--- src/rtl/dmem_access_ctrl_pkg.sv ---
// -----------------------------------------------------------------------------
// dmem_access_ctrl_pkg
// Shared definitions for the MEM-stage data-memory access sequencer:
//   - load / store type encodings as delivered by the decode control path
//   - fault_cause codes reported alongside done
//   - sequencer FSM state encoding
//   - internal access-size classification
//   - default timeout depth and timeout counter width
// -----------------------------------------------------------------------------
package dmem_access_ctrl_pkg;

  localparam int unsigned DEFAULT_TIMEOUT_CYC = 255;
  localparam int unsigned DEFAULT_TO_W        = 16;

  typedef enum logic [2:0] {
    LD_B  = 3'b000,
    LD_H  = 3'b001,
    LD_W  = 3'b010,
    LD_BU = 3'b011,
    LD_HU = 3'b100
  } load_type_e;

  typedef enum logic [1:0] {
    ST_B = 2'b00,
    ST_H = 2'b01,
    ST_W = 2'b10
  } store_type_e;

  typedef enum logic [1:0] {
    FC_NONE     = 2'b00,
    FC_MISALIGN = 2'b01,
    FC_BUS_ERR  = 2'b10,
    FC_TIMEOUT  = 2'b11
  } fault_cause_e;

  typedef enum logic [1:0] {
    S_IDLE = 2'b00,
    S_BUS  = 2'b01,
    S_DONE = 2'b10
  } state_e;

  // SZ_BAD marks an undefined type encoding or a read+write conflict.
  typedef enum logic [1:0] {
    SZ_BYTE = 2'b00,
    SZ_HALF = 2'b01,
    SZ_WORD = 2'b10,
    SZ_BAD  = 2'b11
  } size_e;

endpackage

--- src/rtl/dmem_access_ctrl_if.sv ---
// -----------------------------------------------------------------------------
// dmem_access_ctrl_if
// Single-outstanding req/ack data bus between the access sequencer (master)
// and the data memory / interconnect (slave).
//   bus_req   : access request, held until bus_ack or timeout
//   bus_we    : 1 = write
//   bus_addr  : word-aligned byte address
//   bus_be    : byte enables
//   bus_wdata : lane-replicated store data
//   bus_ack   : access complete
//   bus_rdata : read word, valid with bus_ack
//   bus_err   : qualifies bus_ack as an error response
// -----------------------------------------------------------------------------
interface dmem_access_ctrl_if;
  logic        bus_req;
  logic        bus_we;
  logic [31:0] bus_addr;
  logic [3:0]  bus_be;
  logic [31:0] bus_wdata;
  logic        bus_ack;
  logic [31:0] bus_rdata;
  logic        bus_err;

  modport master (
    output bus_req, bus_we, bus_addr, bus_be, bus_wdata,
    input  bus_ack, bus_rdata, bus_err
  );

  modport slave (
    input  bus_req, bus_we, bus_addr, bus_be, bus_wdata,
    output bus_ack, bus_rdata, bus_err
  );
endinterface

--- src/rtl/dmem_access_ctrl_load_extend.sv ---
// -----------------------------------------------------------------------------
// load_extend
// Combinational load-data alignment and extension.
//   word      : 32-bit word returned by the bus
//   offset    : byte offset of the access within the word
//   load_type : LB/LH/LW/LBU/LHU
//   ext       : right-aligned, sign- or zero-extended load value
// -----------------------------------------------------------------------------
module load_extend
  import dmem_access_ctrl_pkg::*;
(
  input  logic [31:0] word,
  input  logic [1:0]  offset,
  input  load_type_e  load_type,
  output logic [31:0] ext
);

  logic [7:0]  sel_byte;
  logic [15:0] sel_half;

  // NOTE: every output of a combinational block gets a default before any
  // branch so no path leaves it unassigned (which would infer a latch).
  always_comb begin
    sel_byte = word[{offset, 3'b000} +: 8];
    sel_half = offset[1] ? word[31:16] : word[15:0];
    ext      = word;
    case (load_type)
      LD_B:    ext = {{24{sel_byte[7]}}, sel_byte};
      LD_BU:   ext = {24'b0, sel_byte};
      LD_H:    ext = {{16{sel_half[15]}}, sel_half};
      LD_HU:   ext = {16'b0, sel_half};
      default: ext = word;
    endcase
  end

endmodule

--- src/rtl/dmem_access_ctrl.sv ---
// -----------------------------------------------------------------------------
// dmem_access_ctrl
// MEM-stage data-memory access sequencer. Turns a load/store request into one
// bus transaction, stalls the pipeline until it completes, and returns
// extended load data or a fault.
//   clk, rst        : clock, synchronous active-high reset
//   req_valid       : MEM stage holds a valid memory instruction
//   mem_read/write  : load / store
//   mem_load_type   : LB/LH/LW/LBU/LHU
//   mem_store_type  : SB/SH/SW
//   addr, wdata     : effective byte address, store data
//   stall           : combinational pipeline freeze
//   done            : one-cycle completion pulse
//   rdata           : extended load data (0 for stores), valid with done
//   fault, fault_cause : fault flag and cause, valid with done
//   bus             : req/ack data bus (master side)
// -----------------------------------------------------------------------------
module dmem_access_ctrl
  import dmem_access_ctrl_pkg::*;
#(
  parameter int unsigned TIMEOUT_CYC = DEFAULT_TIMEOUT_CYC,
  parameter int unsigned TO_W        = DEFAULT_TO_W
) (
  input  logic                clk,
  input  logic                rst,
  input  logic                req_valid,
  input  logic                mem_read,
  input  logic                mem_write,
  input  logic [2:0]          mem_load_type,
  input  logic [1:0]          mem_store_type,
  input  logic [31:0]         addr,
  input  logic [31:0]         wdata,
  output logic                stall,
  output logic                done,
  output logic [31:0]         rdata,
  output logic                fault,
  output logic [1:0]          fault_cause,
  dmem_access_ctrl_if.master  bus
);

  localparam logic [TO_W-1:0] TO_LAST = TO_W'(TIMEOUT_CYC - 1);

  state_e       state_q, state_d;
  logic         req_q, req_d;
  logic         we_q, we_d;
  logic [31:0]  baddr_q, baddr_d;
  logic [3:0]   be_q, be_d;
  logic [31:0]  bwdata_q, bwdata_d;
  logic [1:0]   off_q, off_d;
  load_type_e   ltype_q, ltype_d;
  logic [TO_W-1:0] cnt_q, cnt_d;
  logic         done_q, done_d;
  logic         fault_q, fault_d;
  fault_cause_e cause_q, cause_d;
  logic [31:0]  rdata_q, rdata_d;

  logic         acc;
  size_e        size;
  logic         reject;
  logic [3:0]   lane_be;
  logic [31:0]  lane_wdata;
  logic [31:0]  ld_ext;

  // Request decode: access size, legality and lane placement.
  always_comb begin
    acc  = req_valid & (mem_read | mem_write);
    size = SZ_BAD;
    if (mem_read && !mem_write) begin
      case (mem_load_type)
        LD_B, LD_BU: size = SZ_BYTE;
        LD_H, LD_HU: size = SZ_HALF;
        LD_W:        size = SZ_WORD;
        default:     size = SZ_BAD;
      endcase
    end else if (mem_write && !mem_read) begin
      case (mem_store_type)
        ST_B:    size = SZ_BYTE;
        ST_H:    size = SZ_HALF;
        ST_W:    size = SZ_WORD;
        default: size = SZ_BAD;
      endcase
    end

    reject = (size == SZ_BAD)
           | ((size == SZ_HALF) & addr[0])
           | ((size == SZ_WORD) & (addr[1:0] != 2'b00));

    case (size)
      SZ_BYTE: begin
        lane_be    = 4'b0001 << addr[1:0];
        lane_wdata = {4{wdata[7:0]}};
      end
      SZ_HALF: begin
        lane_be    = 4'b0011 << {addr[1], 1'b0};
        lane_wdata = {2{wdata[15:0]}};
      end
      default: begin
        lane_be    = 4'b1111;
        lane_wdata = wdata;
      end
    endcase
  end

  // Extraction uses the registered offset/type, so requester inputs may
  // change during BUS without affecting the result.
  load_extend u_load_extend (
    .word      (bus.bus_rdata),
    .offset    (off_q),
    .load_type (ltype_q),
    .ext       (ld_ext)
  );

  // Next-state and next-output logic.
  always_comb begin
    state_d  = state_q;
    req_d    = req_q;
    we_d     = we_q;
    baddr_d  = baddr_q;
    be_d     = be_q;
    bwdata_d = bwdata_q;
    off_d    = off_q;
    ltype_d  = ltype_q;
    cnt_d    = cnt_q;
    rdata_d  = rdata_q;
    done_d   = 1'b0;
    fault_d  = 1'b0;
    cause_d  = FC_NONE;

    case (state_q)
      S_IDLE: begin
        if (acc) begin
          if (reject) begin
            state_d = S_DONE;
            done_d  = 1'b1;
            fault_d = 1'b1;
            cause_d = FC_MISALIGN;
            rdata_d = '0;
          end else begin
            state_d  = S_BUS;
            req_d    = 1'b1;
            we_d     = mem_write;
            baddr_d  = {addr[31:2], 2'b00};
            be_d     = lane_be;
            bwdata_d = lane_wdata;
            off_d    = addr[1:0];
            ltype_d  = load_type_e'(mem_load_type);
            cnt_d    = '0;
          end
        end
      end

      S_BUS: begin
        // bus_ack is tested first so an ack on the timeout cycle wins.
        if (bus.bus_ack) begin
          state_d = S_DONE;
          req_d   = 1'b0;
          we_d    = 1'b0;
          done_d  = 1'b1;
          if (bus.bus_err) begin
            fault_d = 1'b1;
            cause_d = FC_BUS_ERR;
            rdata_d = '0;
          end else begin
            rdata_d = we_q ? 32'b0 : ld_ext;
          end
        end else if (cnt_q == TO_LAST) begin
          state_d = S_DONE;
          req_d   = 1'b0;
          we_d    = 1'b0;
          done_d  = 1'b1;
          fault_d = 1'b1;
          cause_d = FC_TIMEOUT;
          rdata_d = '0;
        end else begin
          cnt_d = cnt_q + TO_W'(1);
        end
      end

      default: state_d = S_IDLE;
    endcase
  end

  // NOTE: sequential state uses non-blocking assignments so every flop
  // samples pre-edge values regardless of statement order.
  always_ff @(posedge clk) begin
    // NOTE: the datapath registers are reset as well, because their
    // post-reset value is visible on the bus and result ports.
    if (rst) begin
      state_q  <= S_IDLE;
      req_q    <= 1'b0;
      we_q     <= 1'b0;
      baddr_q  <= '0;
      be_q     <= '0;
      bwdata_q <= '0;
      off_q    <= '0;
      ltype_q  <= LD_B;
      cnt_q    <= '0;
      done_q   <= 1'b0;
      fault_q  <= 1'b0;
      cause_q  <= FC_NONE;
      rdata_q  <= '0;
    end else begin
      state_q  <= state_d;
      req_q    <= req_d;
      we_q     <= we_d;
      baddr_q  <= baddr_d;
      be_q     <= be_d;
      bwdata_q <= bwdata_d;
      off_q    <= off_d;
      ltype_q  <= ltype_d;
      cnt_q    <= cnt_d;
      done_q   <= done_d;
      fault_q  <= fault_d;
      cause_q  <= cause_d;
      rdata_q  <= rdata_d;
    end
  end

  assign stall         = ((state_q == S_IDLE) & acc) | (state_q == S_BUS);
  assign done          = done_q;
  assign rdata         = rdata_q;
  assign fault         = fault_q;
  assign fault_cause   = cause_q;
  assign bus.bus_req   = req_q;
  assign bus.bus_we    = we_q;
  assign bus.bus_addr  = baddr_q;
  assign bus.bus_be    = be_q;
  assign bus.bus_wdata = bwdata_q;

endmodule
--- src/flat_wrapper.sv ---
// flat-port wrapper written by rule: the top's interface ports become plain ports
module dmem_access_ctrl_flat import dmem_access_ctrl_pkg::*;
#(
  parameter int unsigned TIMEOUT_CYC = DEFAULT_TIMEOUT_CYC,
  parameter int unsigned TO_W        = DEFAULT_TO_W
)
  (clk, rst, req_valid, mem_read, mem_write, mem_load_type, mem_store_type, addr, wdata, stall, done, rdata, fault, fault_cause, bus_bus_req, bus_bus_we, bus_bus_addr, bus_bus_be, bus_bus_wdata, bus_bus_ack, bus_bus_rdata, bus_bus_err);
  dmem_access_ctrl_if bus_i ();
  input  logic clk;
  input  logic rst;
  input  logic req_valid;
  input  logic mem_read;
  input  logic mem_write;
  input  logic [2:0] mem_load_type;
  input  logic [1:0] mem_store_type;
  input  logic [31:0] addr;
  input  logic [31:0] wdata;
  output logic stall;
  output logic done;
  output logic [31:0] rdata;
  output logic fault;
  output logic [1:0] fault_cause;
  output wire logic [$bits(bus_i.bus_req)-1:0] bus_bus_req;
  output wire logic [$bits(bus_i.bus_we)-1:0] bus_bus_we;
  output wire logic [$bits(bus_i.bus_addr)-1:0] bus_bus_addr;
  output wire logic [$bits(bus_i.bus_be)-1:0] bus_bus_be;
  output wire logic [$bits(bus_i.bus_wdata)-1:0] bus_bus_wdata;
  input wire logic [$bits(bus_i.bus_ack)-1:0] bus_bus_ack;
  input wire logic [$bits(bus_i.bus_rdata)-1:0] bus_bus_rdata;
  input wire logic [$bits(bus_i.bus_err)-1:0] bus_bus_err;
  assign bus_bus_req = bus_i.bus_req;
  assign bus_bus_we = bus_i.bus_we;
  assign bus_bus_addr = bus_i.bus_addr;
  assign bus_bus_be = bus_i.bus_be;
  assign bus_bus_wdata = bus_i.bus_wdata;
  assign bus_i.bus_ack = bus_bus_ack;
  assign bus_i.bus_rdata = bus_bus_rdata;
  assign bus_i.bus_err = bus_bus_err;
  dmem_access_ctrl #(.TIMEOUT_CYC(TIMEOUT_CYC), .TO_W(TO_W)) u_core (.clk(clk), .rst(rst), .req_valid(req_valid), .mem_read(mem_read), .mem_write(mem_write), .mem_load_type(mem_load_type), .mem_store_type(mem_store_type), .addr(addr), .wdata(wdata), .stall(stall), .done(done), .rdata(rdata), .fault(fault), .fault_cause(fault_cause), .bus(bus_i));
endmodule
--- config.mk ---
export PLATFORM = sky130hd
export DESIGN_NAME = dmem_access_ctrl_flat
export DESIGN_NICKNAME = d
export VERILOG_FILES = /design/src/rtl/dmem_access_ctrl_pkg.sv /design/src/rtl/dmem_access_ctrl_if.sv /design/src/rtl/dmem_access_ctrl_load_extend.sv /design/src/rtl/dmem_access_ctrl.sv /design/src/flat_wrapper.sv
export SDC_FILE = /design/constraint.sdc
export NUM_CORES = 1
export LEC_CHECK = 0
export ABC_CLOCK_PERIOD_IN_PS = 6600
export CORE_AREA = 2 2 109 100
export CTS_CLUSTER_SIZE = 14
export DETAILED_ROUTE_END_ITERATION = 8
export DIE_AREA = 0 0 111 102
export DONT_BUFFER_PORTS = 1
export PLACE_DENSITY = 0.88
export REMOVE_ABC_BUFFERS = 1
export SLEW_MARGIN = 30
export SYNTH_ARGS = -nofsm -noshare
export SYNTH_HDL_FRONTEND = slang
export SYNTH_SLANG_ARGS = --single-unit
--- constraint.sdc ---
create_clock -name clk -period 6.6 [get_ports clk]
set_clock_uncertainty 0.2 [all_clocks]
set_input_delay 0.99 -clock clk [delete_from_list [all_inputs] [get_ports clk]]
set_output_delay 0.99 -clock clk [all_outputs]
set_load 0.005 [all_outputs]
==> reports/results.md <==
Run status
- finished, final reports clean — outcome

Synthesis
- 39.2% — sequential area share after synthesis
- 0 — number of flops mapped to enable cells by yosys
- 747 — count of mapped cells out of synthesis
- 6480 um2 — Netlist Area Pre-Place
- 8.67 um2 — Mean Syn Cell Area
- 0% — Synth async-reset ratio
- 127 — flip-flop and latch count after synthesis
- 0 — Warnings, synthesis
- 57 — Yosys cell types
- sky130_fd_sc_hd__dfxtp_1 — prevailing post-synth register cell

Pwr
- 2.51 nW — leakage power
- 0.341 mV — worst vdd ir
- 25.3% — switching portion of total power
- 42.3% — Seq pwr share
- 9.1% — part of the total power dissipated in combinational logic
- 1.42 mW — Int Power
- 48.6% — part of the power in the clock network
- 0.481 mW — Sw Pwr
- 272 nW/um2 — power density over cell area

Clock tree
- 4 — H-tree depth
- 0 — buffer count from post-CTS setup fixing
- 0.41 ns — source-to-sink clock delay at the later pin of the worst-skew pair
- 127 — CTS Sinks
- done — clock tree from TritonCTS
- 2 — worst-case clock buffer depth
- 0 — number of gates resized after cts
- 0 — cts hold-fix bufs
- sky130_fd_sc_hd__clkbuf_16 — cell at the root of the clock tree
- 0.06 ns — clock-pin slew on the worst setup and hold paths
- 17 — number of CTS-inserted buffers

Timing
- 39.1% — remaining max-slew budget at the tightest pin
- 3.54 ns — final critical path time including I/O delays and setup
- false — setup repair after global routing missed its margin
- 0.913 ns — worst slew pin tran
- 53.6% — final cycle utilization of the critical path
- 3.06 ns — final worst slack
- 0 — # setup viols final
- 0 ns — setup tns final
- 0 — max-slew violation total from the final report
- 282 MHz — maximum frequency from static timing analysis
- 0 — hold violation count in the final report

Floorplanning
- 111 um — x dimension of the die
- 10100 um2 — core box area
- 35 — standard-cell rows
- 215 — io pins
- 64.0% — starting density of the core
- 102 um — Die Height
- 11300 um2 — Total Die Area

Setup path
- flip-flop — capturing element type of the critical path
- input port to flip-flop — category of the most critical setup path
- compound AO/OA/AOI/OAI gates — CP top delay family
- input port — crit path launch type
- mem_load_type[0] — worst setup path start
- sky130_fd_sc_hd__a21o_1 — slowest cell on the critical path
- 24 — highest fanout seen on the critical path
- 6.66 ns — required time of the critical path
- 3.60 ns — signal arrival time at the worst endpoint
- 0.68 ns — delay of the slowest critical-path stage
- 0 — number of buffer and inverter stages on the critical path
- mux2i_1 > a21o_1 > nand2_1 > a21oi_4 > a211oi_1 — chain of cells forming the critical path
- u_core.ltype_q[0] — RR Startpoint

Place
- 0 — total of buffers placed on input and output ports
- 0.868 — weighted congestion reported at the end of routability-driven placement
- 12300 um — post-detail-place hpwl
- 2.42 ns — placement-stage worst setup slack
- 6400 um2 — placed instance area

Detailed routing
- 6 — TritonRoute pass-1 iters
- 0 — count of unresolved DRC violations after routing
- 19100 um — Routed Wire Length
- 7.07 — mean number of vias per cell
- 5945 — vias
- 22.8 um — per-cell routed wire length
- 0 — number of routed nets with antenna violations
- 619 — DRT iter0 DRCs

Flow run
- 0 — number of max-cap violations

Final layout
- 809 — nets
- 8.99% — proportion of layout cells with a drive suffix above 1
- 7010 um2 — post-route standard cell area excluding fillers
- 8.27% — Synth-to-Final Area Change
- 0 — ant diodes

GRT
- 73 — maximum number of pins on one net before global-route repair
- 30600 um — global-route wire length before repair
- 0 — initial antenna violation count
- 33.4% — overall fraction of global-route tracks in use
- 5957 — vias in the first global route
- 0 — global-route congestion overflow total

Worst hold path
- u_core.rdata[5] — min-delay src
- flip-flop to flip-flop — worst hold-check path type

-- sequential cells by signal, summed over array words and instances (netlist names) --
name / cells
u_core.cnt_q: 16
u_core.bus.bus_be: 4
u_core.done: 1
u_core.state_q: 2
u_core.off_q: 2
u_core.bus.bus_req: 1
u_core.rdata: 32
u_core.bus.bus_addr: 30
u_core.fault: 1
u_core.ltype_q: 3
u_core.bus.bus_wdata: 32
u_core.bus.bus_we: 1
u_core.fault_cause: 2
-- Yosys cell counts (10+ instances only) --
library cell,number,area share (%)
sky130_fd_sc_hd__o211ai_1,63,7.3
sky130_fd_sc_hd__nor2b_1,11,1.1
sky130_fd_sc_hd__xor2_1,10,1.4
sky130_fd_sc_hd__o21ai_0,61,4.7
sky130_fd_sc_hd__clkbuf_1,57,3.3
sky130_fd_sc_hd__nor2_1,17,0.98
sky130_fd_sc_hd__nand2_1,20,1.2
sky130_fd_sc_hd__o31ai_1,48,5.6
sky130_fd_sc_hd__inv_1,38,2.2
sky130_fd_sc_hd__nand3_1,19,1.5
sky130_fd_sc_hd__mux2i_1,28,4.3
sky130_fd_sc_hd__nand2b_1,19,1.8
sky130_fd_sc_hd__dfxtp_1,127,39
sky130_fd_sc_hd__a211oi_1,13,1.5
sky130_fd_sc_hd__a21oi_1,78,6.0
sky130_fd_sc_hd__mux2_2,13,2.3
-- per-layer routing --
| metal | part of all wire (%) | up-vias | track usage [%] |
|---|---|---|---|
| met5 | 0 | - | 0 |
| met4 | 2.7 | 0 | 14.7 |
| met3 | 11 | 50 | 12.6 |
| met2 | 49 | 359 | 57.4 |
| met1 | 38 | 2843 | 37.8 |
| li1 | - | 2693 | - |
-- cells by family after synthesis --
kind of cell	share of synthesized area [%]
AOI/OAI and AO/OA	33.9
xor gates and xnor gates	1.49
adders and majority gates	0.386
buffers and inverters	7.07
DFF	39.2
muxes	7.45
other	0.0579
and+or+nand+nor	10.4
-- power by group through the flow --
stage | clock network, mW | logic (mW) | registers (mW)
after global placement | 0 | 0.156 | 0.822
final | 0.926 | 0.173 | 0.807
after floorplan | 0 | 0.121 | 0.816
after detailed placement | 0 | 0.164 | 0.823
after CTS | 0.930 | 0.166 | 0.806
after global routing | 0.967 | 0.186 | 0.808
-- cells in the final DEF, fill, tap and decap left out, drive strengths merged, types with 17 or more instances in the layout --
cell type,instances
dfxtp,127
a21oi,80
o21ai,64
o211ai,63
o31ai,49
inv,38
mux2i,28
clkbuf,22
nand2,20
nand2b,19
nand3,19
nor2,17
-- per-stage QoR --
step / total power [mW] / hold WS [ns] / cells / util [%]
after CTS: 1.90 / 0.289 / 841 / 69.0
after global placement: 0.978 / 0.266 / 809 / 63.2
final: 1.91 / 0.285 / 841 / 69.3
after detailed placement: 0.986 / 0.276 / 809 / 63.2
after floorplan: 0.937 / 0.242 / 674 / -
after global routing: 1.96 / 0.302 / 841 / 69.3
-- area by class of cell --
cell class	instances	area, um2
clock buffer	22	474
inverter	38	143
fill	774	3100
multi-input combinational	509	3540
clock inverter	10	111
timing repair buffer	6	45.0
tap	129	161
sequential	127	2540
-- final timing paths --
kind | cells after the start | endpoint | slack (ns)
setup reg to reg | 5 | u_core.rdata[1] | 3.77
hold reg to reg | 1 | u_core.rdata[5] | 0.29
hold / removal | 1 | u_core.rdata[5] | 0.29
setup / recovery | 5 | u_core.bus.bus_wdata[12] | 3.06
(Power assumes the default switching activity.)
